$ cat config.mk
export PLATFORM = sky130hd
export DESIGN_NAME = t_ff_updown_counter
export DESIGN_NICKNAME = d
export VERILOG_FILES = /design/src/rtl/t_ff_updown_counter_pkg.sv /design/src/rtl/t_ff_updown_counter_t_flip_flop.sv /design/src/rtl/t_ff_updown_counter.sv
export SDC_FILE = /design/constraint.sdc
export NUM_CORES = 1
export LEC_CHECK = 0
export BUFFER_PORTS_ARGS = -buffer_cell sky130_fd_sc_hd__buf_4
export CAP_MARGIN = 20
export CORE_MARGIN = 5
export CORE_UTILIZATION = 29
export CTS_BUF_LIST = sky130_fd_sc_hd__clkbuf_8 sky130_fd_sc_hd__clkbuf_16
export DETAILED_ROUTE_END_ITERATION = 8
export HOLD_SLACK_MARGIN = 0.03
export PLACE_DENSITY = 0.52
export RECOVER_POWER = 100
export SLEW_MARGIN = 20
export SYNTH_ARGS = -nofsm -noshare
export SYNTH_HDL_FRONTEND = slang
export SYNTH_SLANG_ARGS = --single-unit
$ cat constraint.sdc
create_clock -name clk -period 4.1 [get_ports clk]
set_clock_uncertainty 0.05 [all_clocks]
set_input_delay 0 -clock clk [delete_from_list [all_inputs] [get_ports clk]]
set_output_delay 0 -clock clk [all_outputs]
set_load 0.02 [all_outputs]
$ cat src/rtl/t_ff_updown_counter_pkg.sv
// Shared definitions for the toggle-flop up/down counter.
// Direction encoding and the load-value clamp.
package t_counter_pkg;

    localparam logic COUNT_UP   = 1'b1;
    localparam logic COUNT_DOWN = 1'b0;

    // Out-of-range load values saturate to the top of the count range.
    function automatic logic [31:0] clamp_load(
        input logic [31:0] d,
        input int          modulus
    );
        logic [31:0] top;
        top = 32'(modulus - 1);
        return (d < top) ? d : top;
    endfunction

endpackage

$ cat src/rtl/t_ff_updown_counter_t_flip_flop.sv
// Single-bit edge-triggered toggle flip-flop.
// Asynchronous active-high reset clears the bit.
module t_flip_flop (
    input  logic clk,
    input  logic rst,
    input  logic T,
    output logic Q,
    output logic Qn
);

    always_ff @(posedge clk or posedge rst) begin
        if (rst) begin
            Q <= 1'b0;
        end else if (T) begin
            Q <= ~Q;
        end
    end

    assign Qn = ~Q;

endmodule

$ cat src/rtl/t_ff_updown_counter.sv
// Modulo-N up/down counter: toggle-vector logic over WIDTH T flip-flops,
// with parallel load, hold, terminal count and a registered wrap pulse.
module t_ff_updown_counter
    import t_counter_pkg::*;
#(
    parameter int WIDTH   = 4,
    parameter int MODULUS = 16
) (
    input  logic             clk,
    input  logic             rst,
    input  logic             EN,
    input  logic             UP,
    input  logic             LOAD,
    input  logic [WIDTH-1:0] D,
    output logic [WIDTH-1:0] Q,
    output logic [WIDTH-1:0] Qn,
    output logic             TC,
    output logic             WRAP
);

    localparam logic [WIDTH-1:0] MAX = WIDTH'(MODULUS - 1);

    logic [WIDTH-1:0] t;
    logic [WIDTH-1:0] dc;
    logic             at_max;
    logic             at_zero;
    logic             wrap_next;
    logic             carry;

    assign dc      = WIDTH'(clamp_load(32'(D), MODULUS));
    assign at_max  = (Q == MAX);
    assign at_zero = (Q == '0);

    always_comb begin
        t         = '0;
        wrap_next = 1'b0;
        carry     = 1'b1;
        if (LOAD) begin
            t = Q ^ dc;
        end else if (EN) begin
            unique case (UP)
                COUNT_UP: begin
                    if (at_max) begin
                        t         = Q;
                        wrap_next = 1'b1;
                    end else begin
                        for (int i = 0; i < WIDTH; i++) begin
                            t[i]  = carry;
                            carry = carry & Q[i];
                        end
                    end
                end
                COUNT_DOWN: begin
                    if (at_zero) begin
                        t         = MAX;
                        wrap_next = 1'b1;
                    end else begin
                        // Borrow ripples through trailing zeros
                        for (int i = 0; i < WIDTH; i++) begin
                            t[i]  = carry;
                            carry = carry & ~Q[i];
                        end
                    end
                end
                default: t = '0;
            endcase
        end
    end

    for (genvar i = 0; i < WIDTH; i++) begin : g_bit
        t_flip_flop u_tff (
            .clk (clk),
            .rst (rst),
            .T   (t[i]),
            .Q   (Q[i]),
            .Qn  (Qn[i])
        );
    end

    assign TC = EN & ~LOAD & ((UP == COUNT_UP) ? at_max : at_zero);

    always_ff @(posedge clk or posedge rst) begin
        if (rst) begin
            WRAP <= 1'b0;
        end else begin
            WRAP <= wrap_next;
        end
    end

endmodule

# [After elaboration in Yosys (flattened, before gate mapping)]
# Cells that the tools add are included.
[word_totals] output_inout_bits=10 ff_bits=5 input_bits=9
[classes] bitwise=13 reduce_logical=1 n_lt_le_gt_ge=1 n_mux=12 eq_ne=1
[op_table] operator="4-bit two-way mux" n=5
[op_table] operator="4-bit one-hot mux with 2 select lines" n=1
[op_table] operator="1-bit AND" n=6
[op_table] operator="1-bit inverter" n=6
[op_table] operator="1-bit two-way mux" n=5
[op_table] operator="4-bit == test, second input constant" n=1
[op_table] operator="4-bit logical NOT" n=1
[op_table] operator="4-bit < comparator, second input constant" n=1
[op_table] operator="4-bit XOR" n=1
[op_table] operator="1-bit one-hot mux with 2 select lines" n=1

# [Depth between registers and ports, before layout]
[logic_depth] word_depth=7 ltp_mapped=4

# [By module]
# From an unflattened synthesis, not the netlist that was laid out.
[hier_totals] cells_unflattened=41 hier_area_um2=340.3
[by_module_without_submodules] module="t_ff_updown_counter" cells_each=25 area_per_inst_um2=175.2 instances=1
[by_module_without_submodules] module="t_flip_flop" cells_each=4 area_per_inst_um2=41.3 instances=4

# [Worst setup path before layout]
# No wires, ideal clock.
[synth_timing] path_type="reg-to-output" from="register g_bit[0].u_tff.Q" to="output TC" t_required_ns=4.050 path_slack_ns=2.539 stages_incl_launch_ff=5 arrival_ns=1.511 path_buffers=1 path_cell_list="dfrtp_1 -> buf_6 -> nor4_1 -> mux2i_1 -> nor3b_1"
[synth_via] elab_chain_len=3
[synth_lines] item="start: declaration" line="t_ff_updown_counter_t_flip_flop.sv:7" rtl="output logic Q,"
[synth_lines] item="start signal: assignment" line="t_ff_updown_counter_t_flip_flop.sv:15" rtl="Q <= ~Q;"
[synth_lines] item="4-bit == test / 4-bit logical NOT (equally long branches)" line="t_ff_updown_counter.sv:31, t_ff_updown_counter.sv:32"
[synth_lines] item="1-bit two-way mux *" line="t_ff_updown_counter.sv:80" rtl="assign TC = EN & ~LOAD & ((UP == COUNT_UP) ? at_max : at_zero);"
[synth_lines] item="1-bit AND *" line="t_ff_updown_counter.sv:80"
[synth_lines] item="end: declaration" line="t_ff_updown_counter.sv:17" rtl="output logic TC,"
# Mark *: on every way between the ends. The rest lies on a longest branch, timed or not.

# [Worst setup path in the final report]
# Ends and elaborated chain as after synthesis.

==> metrics.md <==
| Metric | Value |
|---|---|
| Bufs on Longest Clock Path | 2 |
| Initial Util | 30.9% |
| Max VDD drop | 0.000223 V |
| ANT cells | 0 |
| Worst endpoint data arrival time | 1770 ps |
| Most frequent cells in the layout | clkbuf_1, buf_4, inv_1, dlygate4sd3_1, dfrtp_1 |
| Core Footprint | 1320 sq um |
| Worst path slowest cell | dfrtp_1 |
| Unrepaired setup endpoints after global routing | false |
| H-tree levels | 1 |
| Synth Instances | 47 |
| Die X-Extent | 47.4 um |
| Worst Hold Class | in -> reg |
| Peak per-stage delay on the critical path | 460 ps |
| Pleak | 0.000241 uW |
| Critical path endpoint category | primary output |
| DP Wirelength | 710 um |
| Max-cap violations | 0 |
| Layout area overhead | 32.3% |
| Startpoint types | register |
| Fmax | 0.550 GHz |
| Endpoints failing hold | 0 |
| Top cell family by delay on the critical path | simple AND/OR/NAND/NOR gates |
| Clk sink count | 5 |
| Clk slew on worst S/H paths | 30 ps |
| Crit path buffers/inverters | 1 |
| Gr ovfl total | 0 |
| # IOs | 19 |
| Worst EP required | 4050 ps |
| Yosys Warn Count | 0 |
| Final Setup Violations | 0 |
| Worst-Margin Slew | 425 ps |
| Sequential fraction of the synthesis area | 30.8% |
| Die area | 2250 sq um |
| Most common cell after layout, fill and taps aside | clkbuf_1 |
| Root Driver | clkbuf_8 |
| Post-placement cell area | 474 sq um |
| Post-synth EDFFs | 0 |
| Rel. slew slack | 71.4% |
| Avg Synthesized Cell Area | 8.65 sq um |
| Post-Place Cells | 69 |
| Pwr Density | 389 nW/um^2 |
| Detailed Route Iter0 Violations | 5 |
| Cell row count | 13 |
| CTS tree | done |
| Total clock buffers created by CTS | 3 |
| Distinct cell type count of the synthesized netlist | 19 |
| Gpl congestion | 0.758 |
| Gr usage total | 10.1% |
| Cts repair resizes | 0 |
| Layout cell share with drive strength beyond 1 | 17.2% |
| Routed Wire Length | 875 um |
| Crit Path Max Fanout | 8 |
| FFs w/ async S/R, synth | 100% |
| Vias per cell | 4.73 |
| Outcome | finished, final reports clean |
| Final Critical Period | 1820 ps |
| Syn nets | 56 |
| Cell Count, Final, Fillers Out | 79 |
| Global-route wire length before repair | 1500 um |
| Via Count | 374 |
| Worst setup path class | reg -> out |
| Synth Flop Type | dfrtp_1 |
| Cell area after layout | 538 sq um |
| TNS Setup | 0 ps |
| Syn Std Cell Area | 407 sq um |
| Crit-path cells | nor4_1, mux2i_1, nor3b_1, clkbuf_1 |
| PortBufs | 18 |
| Final net count | 74 |
| Routed len/inst | 11.1 um |
| PnR Total Power | 209 uW |
| Chip height | 47.4 um |
| Detailed Routing Iterations Pass 1 | 2 |
| Residual DRC | 0 |
| Largest net degree at the start of global routing | 15 |
| Vias in the first global route | 371 |
| Initial antenna violation count | 0 |
| Antenna Nets Post-Route | 0 |
| Fin. max-slew vios | 0 |
| Worst-Skew Late Latency | 220 ps |
| Flops & latches, synth | 5 |
| Final Cycle Share | 44.3% |
==> report_power, final <==
group / switching (uW) / internal, uW / total (uW)
logic: 33.4 / 23.5 / 56.9
clock network: 24.4 / 64.2 / 88.6
registers: 8.41 / 55.3 / 63.7
total: 66.2 / 143 / 209
==> final timing paths <==
path	from	to	slack (ps)	cells past startpoint
worst max-delay path	g_bit[0].u_tff.Q	TC	2280	4
worst min-delay path	EN	g_bit[1].u_tff.Q	50	3
worst max register to register	g_bit[0].u_tff.Q	g_bit[2].u_tff.Q	2570	3
min in group asynchronous	rst	g_bit[1].u_tff.Q	190	3
max in group asynchronous	rst	g_bit[3].u_tff.Q	3640	3
worst min register to register	g_bit[3].u_tff.Q	g_bit[3].u_tff.Q	560	3
==> tightest hold or removal path: stages <==
cell,delay [ps]
buf_4,130
nand3_1,70
nand3_1,80
==> area by class of cell <==
| cell class | count | area, sq um |
|---|---|---|
| inverter | 5 | 18.8 |
| multi-input combinational | 26 | 173 |
| sequential | 5 | 125 |
| fill | 140 | 779 |
| tap | 15 | 18.8 |
| timing repair buffer | 24 | 158 |
| clock inverter | 1 | 3.75 |
| clock buffer | 3 | 41.3 |
==> flip-flops by register name, summed over array words and instances, names as in the netlist <==
name,cells
WRAP,1
g_bit.u_tff.Q,4
==> through the flow <==
stage / hold slack [ps] / worst slack [ps] / utilization (%)
after global placement: -127 / 2620 / 36.0
after global routing: 64.3 / 2140 / 40.8
after floorplan: -271 / 2540 / -
after CTS: 54.0 / 2350 / 44.0
after detailed placement: -126 / 2570 / 36.0
final: 51.3 / 2280 / 40.8
==> cell families after synthesis <==
logic type / Yosys count / share of synthesized area, %
buffers and inverters: 16 / 25.8
multiplexers: 1 / 2.46
XOR/XNOR: 2 / 4.31
AO/OA/AOI/OAI: 5 / 8.00
AND/OR/NAND/NOR: 18 / 28.6
flip-flops: 5 / 30.8
==> cells in the mapped netlist, drive strengths merged (2+ instances only) <==
cell   count  area share, %
a211o      2            4.3
buf       11             21
dfrtp      5             31
inv        5            4.6
nand2      3            2.8
nand3      4            4.9
nor3b      4            7.4
o21ai      2            2.5
xnor2      2            4.3
==> per-layer routing <==
layer,part of all wire [%],GRT usage (%),vias to the layer above
met1,40,10.2,170
met5,0,0,-
li1,-,-,187
met3,8.9,4.14,2
met2,49,16.0,15
met4,1.9,8.29,0
==> repair_timing <==
action | in CTS | in global routing
setup buffers | 0 | 0
setup endpoints to repair | 0 | 0
hold buffers | 6 | 0
hold endpoints to repair | 10 | 0
Note: power is estimated with default switching activity, not from simulation.
